`src/rtl/uart_led_pkg.sv`:
```
// Shared definitions for the UART-commanded LED controller.
// Holds the channel mode encodings, the frame header and broadcast byte values,
// the parser state encoding and the frame checksum helper.
package uart_led_pkg;

    typedef enum logic [1:0] {
        MODE_OFF    = 2'd0,
        MODE_ON     = 2'd1,
        MODE_BLINK  = 2'd2,
        MODE_BREATH = 2'd3
    } mode_e;

    localparam logic [7:0] HDR_BYTE = 8'hA5;
    localparam logic [7:0] BCAST_CH = 8'hFF;

    typedef enum logic [2:0] {
        StIdle,
        StGetCh,
        StGetMode,
        StGetLvl,
        StGetCsum
    } parse_state_e;

    function automatic logic [7:0] frame_csum(input logic [7:0] ch, input logic [7:0] mode,
                                              input logic [7:0] lvl);
        return ch ^ mode ^ lvl;
    endfunction

endpackage

```
`src/rtl/led_pwm_chan.sv`:
```
// One LED channel: turns mode + level into a PWM duty and drives a registered LED bit.
// Ports:
//   i_clk, i_rst      clock, synchronous active-high reset
//   i_mode            channel mode (off/on/blink/breath)
//   i_level           mapped brightness level
//   i_pwm_cnt         shared free-running PWM counter
//   i_ramp            shared triangle ramp for breathing
//   i_blink_ph        shared blink phase
//   o_led             PWM drive, 1 = lit, one cycle of latency
module led_pwm_chan
    import uart_led_pkg::*;
#(
    parameter int unsigned PWM_BITS = 8
) (
    input  logic                i_clk,
    input  logic                i_rst,
    input  mode_e               i_mode,
    input  logic [PWM_BITS-1:0] i_level,
    input  logic [PWM_BITS-1:0] i_pwm_cnt,
    input  logic [PWM_BITS-1:0] i_ramp,
    input  logic                i_blink_ph,
    output logic                o_led
);

    localparam logic [PWM_BITS-1:0] DutyMax = '1;

    logic [2*PWM_BITS-1:0] w_breath_prod;
    logic [PWM_BITS-1:0]   w_duty;
    logic                  r_led;

    // Full-width product, then keep the top half.
    assign w_breath_prod = {{PWM_BITS{1'b0}}, i_ramp} * {{PWM_BITS{1'b0}}, i_level};

    always_comb begin
        w_duty = '0;
        unique case (i_mode)
            MODE_OFF:    w_duty = '0;
            MODE_ON:     w_duty = i_level;
            MODE_BLINK:  w_duty = i_blink_ph ? i_level : '0;
            MODE_BREATH: w_duty = w_breath_prod[2*PWM_BITS-1:PWM_BITS];
        endcase
    end

    // All-ones duty is forced lit so full brightness has no dark slot.
    always_ff @(posedge i_clk) begin
        if (i_rst) begin
            r_led <= 1'b0;
        end else begin
            r_led <= (i_pwm_cnt < w_duty) || (w_duty == DutyMax);
        end
    end

    assign o_led = r_led;

endmodule

```
`src/rtl/uart_led_ctrl.sv`:
```
// Multi-channel LED controller commanded by 5-byte UART frames (A5, CH, MODE, LEVEL, CSUM).
// Ports:
//   i_sys_clk       single clock
//   i_sys_rst       synchronous reset, active-high
//   i_rx_data       received byte, valid with i_rx_valid
//   i_rx_valid      one-cycle strobe per received byte
//   o_led           PWM LED drive per channel, 1 = lit
//   o_active_mask   bit i set when channel i is not OFF
//   o_frm_ok        one-cycle pulse: frame accepted and applied
//   o_frm_err       one-cycle pulse: frame rejected or timed out
module uart_led_ctrl
    import uart_led_pkg::*;
#(
    parameter int unsigned N_CH         = 4,
    parameter int unsigned PWM_BITS     = 8,
    parameter int unsigned STEP_DIV     = 100_000,
    parameter int unsigned TIMEOUT_CLKS = 50_000
) (
    input  logic            i_sys_clk,
    input  logic            i_sys_rst,
    input  logic [7:0]      i_rx_data,
    input  logic            i_rx_valid,
    output logic [N_CH-1:0] o_led,
    output logic [N_CH-1:0] o_active_mask,
    output logic            o_frm_ok,
    output logic            o_frm_err
);

    localparam int unsigned DivW = (STEP_DIV > 1) ? $clog2(STEP_DIV) : 1;
    localparam int unsigned ToW  = $clog2(TIMEOUT_CLKS + 1);

    localparam logic [DivW-1:0]     DivLast       = DivW'(STEP_DIV - 1);
    localparam logic [ToW-1:0]      ToLast        = ToW'(TIMEOUT_CLKS - 1);
    localparam logic [7:0]          ChLimit       = 8'(N_CH);
    localparam logic [PWM_BITS-1:0] RampBelowMax  = {{(PWM_BITS-1){1'b1}}, 1'b0};
    localparam logic [PWM_BITS-1:0] RampOne       = PWM_BITS'(1);
    localparam logic [PWM_BITS-1:0] TickCntMax    = '1;

    // Parser
    parse_state_e r_state, w_state_nxt;
    logic [7:0]   r_ch_b, r_mode_b, r_lvl_b;
    logic [ToW-1:0] r_to_cnt;
    logic         w_frame_ok, w_accept, w_reject, w_timeout;
    logic         r_frm_ok, r_frm_err;

    // Channel register file
    mode_e               r_mode  [N_CH];
    logic [PWM_BITS-1:0] r_level [N_CH];

    // Shared timing
    logic [PWM_BITS-1:0] r_pwm_cnt;
    logic [DivW-1:0]     r_div_cnt;
    logic                w_step_tick;
    logic [PWM_BITS-1:0] r_ramp;
    logic                r_ramp_up;
    logic [PWM_BITS-1:0] r_tick_cnt;
    logic                r_blink_ph;

    assign w_frame_ok = ((r_ch_b < ChLimit) || (r_ch_b == BCAST_CH))
                      && (r_mode_b[7:2] == 6'd0)
                      && (frame_csum(r_ch_b, r_mode_b, r_lvl_b) == i_rx_data);

    always_ff @(posedge i_sys_clk) begin
        if (i_sys_rst) begin
            r_state <= StIdle;
        end else begin
            r_state <= w_state_nxt;
        end
    end

    // A byte arriving in the expiry cycle takes priority over the timeout.
    always_comb begin
        w_state_nxt = r_state;
        w_accept    = 1'b0;
        w_reject    = 1'b0;
        w_timeout   = 1'b0;
        if (i_rx_valid) begin
            unique case (r_state)
                StIdle:    if (i_rx_data == HDR_BYTE) w_state_nxt = StGetCh;
                StGetCh:   w_state_nxt = StGetMode;
                StGetMode: w_state_nxt = StGetLvl;
                StGetLvl:  w_state_nxt = StGetCsum;
                StGetCsum: begin
                    w_state_nxt = StIdle;
                    w_accept    = w_frame_ok;
                    w_reject    = !w_frame_ok;
                end
                default:   w_state_nxt = StIdle;
            endcase
        end else if ((r_state != StIdle) && (r_to_cnt == ToLast)) begin
            w_timeout   = 1'b1;
            w_state_nxt = StIdle;
        end
    end

    always_ff @(posedge i_sys_clk) begin
        if (i_sys_rst) begin
            r_ch_b   <= '0;
            r_mode_b <= '0;
            r_lvl_b  <= '0;
        end else if (i_rx_valid) begin
            if (r_state == StGetCh)   r_ch_b   <= i_rx_data;
            if (r_state == StGetMode) r_mode_b <= i_rx_data;
            if (r_state == StGetLvl)  r_lvl_b  <= i_rx_data;
        end
    end

    always_ff @(posedge i_sys_clk) begin
        if (i_sys_rst || i_rx_valid || (r_state == StIdle) || w_timeout) begin
            r_to_cnt <= '0;
        end else begin
            r_to_cnt <= r_to_cnt + 1'b1;
        end
    end

    always_ff @(posedge i_sys_clk) begin
        if (i_sys_rst) begin
            r_frm_ok  <= 1'b0;
            r_frm_err <= 1'b0;
        end else begin
            r_frm_ok  <= w_accept;
            r_frm_err <= w_reject | w_timeout;
        end
    end

    // Level byte is mapped by keeping its top PWM_BITS bits.
    always_ff @(posedge i_sys_clk) begin
        if (i_sys_rst) begin
            for (int i = 0; i < N_CH; i++) begin
                r_mode[i]  <= MODE_OFF;
                r_level[i] <= '0;
            end
        end else if (w_accept) begin
            for (int i = 0; i < N_CH; i++) begin
                if ((r_ch_b == BCAST_CH) || (r_ch_b == 8'(i))) begin
                    r_mode[i]  <= mode_e'(r_mode_b[1:0]);
                    r_level[i] <= r_lvl_b[7 -: PWM_BITS];
                end
            end
        end
    end

    assign w_step_tick = (r_div_cnt == DivLast);

    always_ff @(posedge i_sys_clk) begin
        if (i_sys_rst) begin
            r_pwm_cnt <= '0;
            r_div_cnt <= '0;
        end else begin
            r_pwm_cnt <= r_pwm_cnt + 1'b1;
            r_div_cnt <= w_step_tick ? '0 : r_div_cnt + 1'b1;
        end
    end

    // Triangle ramp: direction flips on the tick that lands on max or 0,
    // so each extreme lasts exactly one tick.
    always_ff @(posedge i_sys_clk) begin
        if (i_sys_rst) begin
            r_ramp     <= '0;
            r_ramp_up  <= 1'b1;
            r_tick_cnt <= '0;
            r_blink_ph <= 1'b0;
        end else if (w_step_tick) begin
            if (r_ramp_up) begin
                r_ramp <= r_ramp + 1'b1;
                if (r_ramp == RampBelowMax) r_ramp_up <= 1'b0;
            end else begin
                r_ramp <= r_ramp - 1'b1;
                if (r_ramp == RampOne) r_ramp_up <= 1'b1;
            end
            r_tick_cnt <= r_tick_cnt + 1'b1;
            if (r_tick_cnt == TickCntMax) r_blink_ph <= !r_blink_ph;
        end
    end

    for (genvar g = 0; g < N_CH; g++) begin : g_chan
        led_pwm_chan #(
            .PWM_BITS (PWM_BITS)
        ) u_chan (
            .i_clk      (i_sys_clk),
            .i_rst      (i_sys_rst),
            .i_mode     (r_mode[g]),
            .i_level    (r_level[g]),
            .i_pwm_cnt  (r_pwm_cnt),
            .i_ramp     (r_ramp),
            .i_blink_ph (r_blink_ph),
            .o_led      (o_led[g])
        );
        assign o_active_mask[g] = (r_mode[g] != MODE_OFF);
    end

    assign o_frm_ok  = r_frm_ok;
    assign o_frm_err = r_frm_err;

endmodule

```
`config.mk`:
```
export PLATFORM = sky130hd
export DESIGN_NAME = uart_led_ctrl
export DESIGN_NICKNAME = d
export VERILOG_FILES = /design/src/rtl/uart_led_pkg.sv /design/src/rtl/led_pwm_chan.sv /design/src/rtl/uart_led_ctrl.sv
export SDC_FILE = /design/constraint.sdc
export NUM_CORES = 1
export LEC_CHECK = 0
export CAP_MARGIN = 10
export CORE_ASPECT_RATIO = 1.4
export CORE_MARGIN = 1.5
export CORE_UTILIZATION = 65
export DETAILED_ROUTE_END_ITERATION = 8
export DONT_BUFFER_PORTS = 1
export PLACE_DENSITY_LB_ADDON = 0.2
export SLEW_MARGIN = 20
export SYNTH_ARGS = -nofsm -noshare
export SYNTH_HDL_FRONTEND = slang
export SYNTH_HIERARCHICAL = 1
export SYNTH_SLANG_ARGS = --single-unit
```
`constraint.sdc`:
```
create_clock -name i_sys_clk -period 6.6 [get_ports i_sys_clk]
set_clock_uncertainty 0.2 [all_clocks]
set_input_delay 0.66 -clock i_sys_clk [delete_from_list [all_inputs] [get_ports i_sys_clk]]
set_output_delay 0.66 -clock i_sys_clk [all_outputs]
set_load 0.01 [all_outputs]
```
==> impl_summary.md <==
Run status
The run finished with clean final reports.

Cells and area
The signed area change from the synthesized netlist to the final layout is 6.44%. The register with the most flip-flops in the layout has 32 of them. In the final layout, the registers with the most flip-flops are r_level: 32 flops, r_div_cnt: 17 flops, r_to_cnt: 16 flops. More flip-flops sit in one register than any other, and that register is r_level.

The net count reported at finish is 1969. Leaving out fill and tap cells, the most frequent cell in the layout is inv_1. The post-route netlist has 7.46% of its cells at a drive strength greater than 1. In the layout the commonest cells are inv_1, and2_1, ha_1, fa_1, nand2_1. The finished layout holds 1963 standard cells, fillers aside. Cells fill a little over two thirds of the core in the end. The repair_antennas step left the layout with diodes totalling 0.

Clocking
The clock latency on the worst-skew pair is around 0.42 ns. The CTS H-tree depth is 4. TritonCTS built the clock tree. CTS saw 132 sinks. The total clock buffers created by CTS is 17. CTS placed an instance of clkbuf_16 at the clock tree root.

In this run the deepest clock path goes through 2 buffers. The clock-pin slew on the worst setup and hold paths is 0.06 ns. The number of buffers inserted to repair setup after CTS is 0.

Synth
The most used flip-flop cell after synthesis is dfxtp_1. The area of the mapped netlist is ~15000 µm². The total nets after synthesis is 1967.

The proportion of synthesized chip area in sequential cells is 20.3%. After synthesis, the netlist uses 102 different library cells. Synthesis produced a netlist whose cell count is between 1500 and 2000. In the post-synthesis netlist, the biggest area contributors are fa_1, ha_1, dfxtp_1. The number of flops mapped to enable cells by yosys is 40. During synthesis, Yosys emitted a total of 6 warnings. The share of Yosys cell area claimed by the top area cell type is a little under a fifth. The mean instance size in the synthesized netlist is 9.09 µm². The share of synthesized registers carrying an async set or reset is 0%. Synthesis inferred approximately 130 register bits. The post-synthesis cell type with the largest combined area is fa_1.

Place
At the end of routability-driven placement, the weighted congestion stood at 0.877. The number of cells in the design after placement is 1932. The count of input and output buffers is 0. The post-detailed-placement half-perimeter wirelength is 27.3 mm.

Floorplan
The floorplan core area is ~23000 µm². The effective utilization at floorplan is around 66%. The floorplan step set the die height to 183 µm. The die area is approximately 24000 µm².

Pin placement for this block handled 21 I/O pins. The die is 131 µm wide. The total number of placement rows is 65.

Worst setup path
The worst setup path startpoint is r_level[3][7]$_SDFFCE_PN0P_. STA classifies the critical path endpoint as a flop. The type of origin of the critical path is a flop. The worst setup path is of the flop to flop kind. The reg-to-reg setup timing slack is slightly above 0.3 ns.

The destination of the worst register-to-register timing path is g_chan[3].u_chan/o_led$_SDFF_PP0_. The biggest fanout along the worst timing path is 9. The launch point of the worst reg-to-reg path is r_level[3][7]$_SDFFCE_PN0P_.

The cell count of the worst reg-to-reg path is 20. The required arrival time at the worst endpoint is just under 7 ns. At the worst endpoint, the arrival time is 6.44 ns.

Worst hold path
Along the worst hold path, the cell count comes to 1. The class of the most critical hold timing path is input port to flop. The startpoint identified for the worst hold timing path is i_sys_rst. The destination of the worst hold path is r_pwm_cnt[4]$_SDFF_PP0_.

Pwr
The total power is 1.89 mW. The leakage power of the design is 7.63 nW. IR analysis of the VDD net gives a maximum drop of roughly 0.24 mV. The total power density per cell area is ~120 nW/µm².

Drt
Summed over all layers, the routed wires come to 36.3 mm. The total DRC errors in the routed layout is 0. The per-cell via count in the routed design is 6.02. The first detailed-routing pass took 7 iterations.

The initial DRC count is 660. The final route contains 11800 vias. The final routed wire length divided by cell count is 18.5 µm. The post-detailed-route count of antenna-violating nets is 0.

STA
Across all hold checks on the routed design, the worst slack comes to 0.125 ns. The final number of max-transition violations is 0. The maximum achievable frequency is 159 MHz.

The transition time of the tightest slew-check pin is 0.632 ns. For the finished layout, the period the worst path requires is around 6.3 ns. The count of endpoints failing hold in the final timing report is 0. The final period utilization is a little over nine tenths. The setup-violating endpoint count in the final report is 0. Summed over all failing endpoints, the final setup total negative slack is 0 ns. Measured against its own limit, the worst slew margin works out to 56.7%. Setup repair after global routing left no endpoint under its margin.

Global routing
For this run the aggregate overflow at the end of global routing stands at 0. The number of antenna violations at the first check in global routing is 0. Entering global routing, the biggest net connects approximately 70 pins. The global-route wire length before repair is 60.0 mm. For this run, the total global-route usage over all layers was measured as a little under a third. The via count of the first global-routing pass is 12400.

Run
The tool flagged a number of max-cap violations equal to 0.
[area by class of cell]
type / instances / area, µm²
inverters: 207 / 777
clock inverters: 13 / 120
fillers: 1840 / 6660
well taps: 301 / 377
clock buffers: 18 / 450
repair buffers: 16 / 161
flip-flops and latches: 132 / 3040
multi-input cells: 1276 / 11000
[cells in the mapped netlist, types with 6 or more instances]
cell type,count
a211oi_1,9
a21o_1,17
a21oi_1,61
a22oi_1,7
a31oi_1,6
and2_1,200
and2_2,13
and3_1,51
and4_1,7
clkbuf_1,28
dfxtp_1,92
edfxtp_1,40
fa_1,140
ha_1,168
inv_1,207
nand2_1,125
nand3_1,32
nand4_1,24
nor2_1,85
nor2b_1,11
nor3_1,23
nor3_2,9
nor4_1,7
o21ai_0,34
o31ai_1,7
or2_2,6
or3_1,11
xnor2_1,51
xor2_1,34
[per-stage QoR]
step | setup WS [ns] | area (µm²)
6_report | 0.306 | 16000
5_1_grt | 0.00384 | 16000
4_1_cts | 0.347 | 15900
3_5_place_dp | 0.384 | 15400
3_3_place_gp | 0.535 | 15400
2_1_floorplan | 0.512 | 15000
[repair_timing]
| action | CTS | global route |
|---|---|---|
| gates resized for setup | 0 | 2 |
| hold buffers | 0 | 0 |
| setup endpoints to repair | 0 | 2 |
[cells by family (layout without fill, tap and decap cells)]
logic type                 count (synthesis)  count (layout)  synth area share (%)
and+or+nand+nor                          653             653                  24.5
DFF                                      132             132                  20.3
muxes                                      6               6                 0.434
xor gates and xnor gates                  85              85                  4.97
AOI/OAI and AO/OA                        224             224                  10.9
buffers and inverters                    240             254                  6.14
adders and majority gates                308             308                  32.7
[worst max-delay path: stages, from the launching register on]
cell and delay [ns]:
edfxtp_1 0.52, and2_1 0.22, fa_1 0.50, fa_1 0.52, fa_1 0.55, inv_1 0.06
fa_1 0.53, inv_1 0.04, ha_1 0.37, nand2_2 0.07, or4_4 0.52, o221a_4 0.28
o21ai_4 0.18, nor2_1 0.07, xnor2_1 0.12, a22oi_1 0.25, ha_1 0.31, and4_1 0.20
a2111oi_0 0.41, o21ai_0 0.19, o31ai_2 0.09
[worst max-delay path by stage]
stage	endpoint	slack, ns	cells past startpoint
floorplan	g_chan[3].u_chan/o_led$_SDFF_PP0_	0.51	20
global placement	g_chan[3].u_chan/o_led$_SDFF_PP0_	0.54	20
detailed placement	g_chan[3].u_chan/o_led$_SDFF_PP0_	0.38	20
CTS	g_chan[3].u_chan/o_led$_SDFF_PP0_	0.35	20
global route	g_chan[3].u_chan/o_led$_SDFF_PP0_	0.004	20
finish	g_chan[3].u_chan/o_led$_SDFF_PP0_	0.31	20
[power by group]
group	switching, mW	internal (mW)
combinational	0.0372	0.0290
sequential	0.0391	0.851
clock	0.386	0.543
total	0.463	1.42
[metal layers]
layer	up-vias	part of all wire [%]	GRT usage (%)	wire length, µm
li1	5562	-	-	-
met1	5795	39	35.0	14000
met2	369	52	58.1	18900
met3	101	5.5	5.44	1980
met4	0	4.0	14.8	1450
met5	-	0	0	0
(Power assumes the default switching activity.)
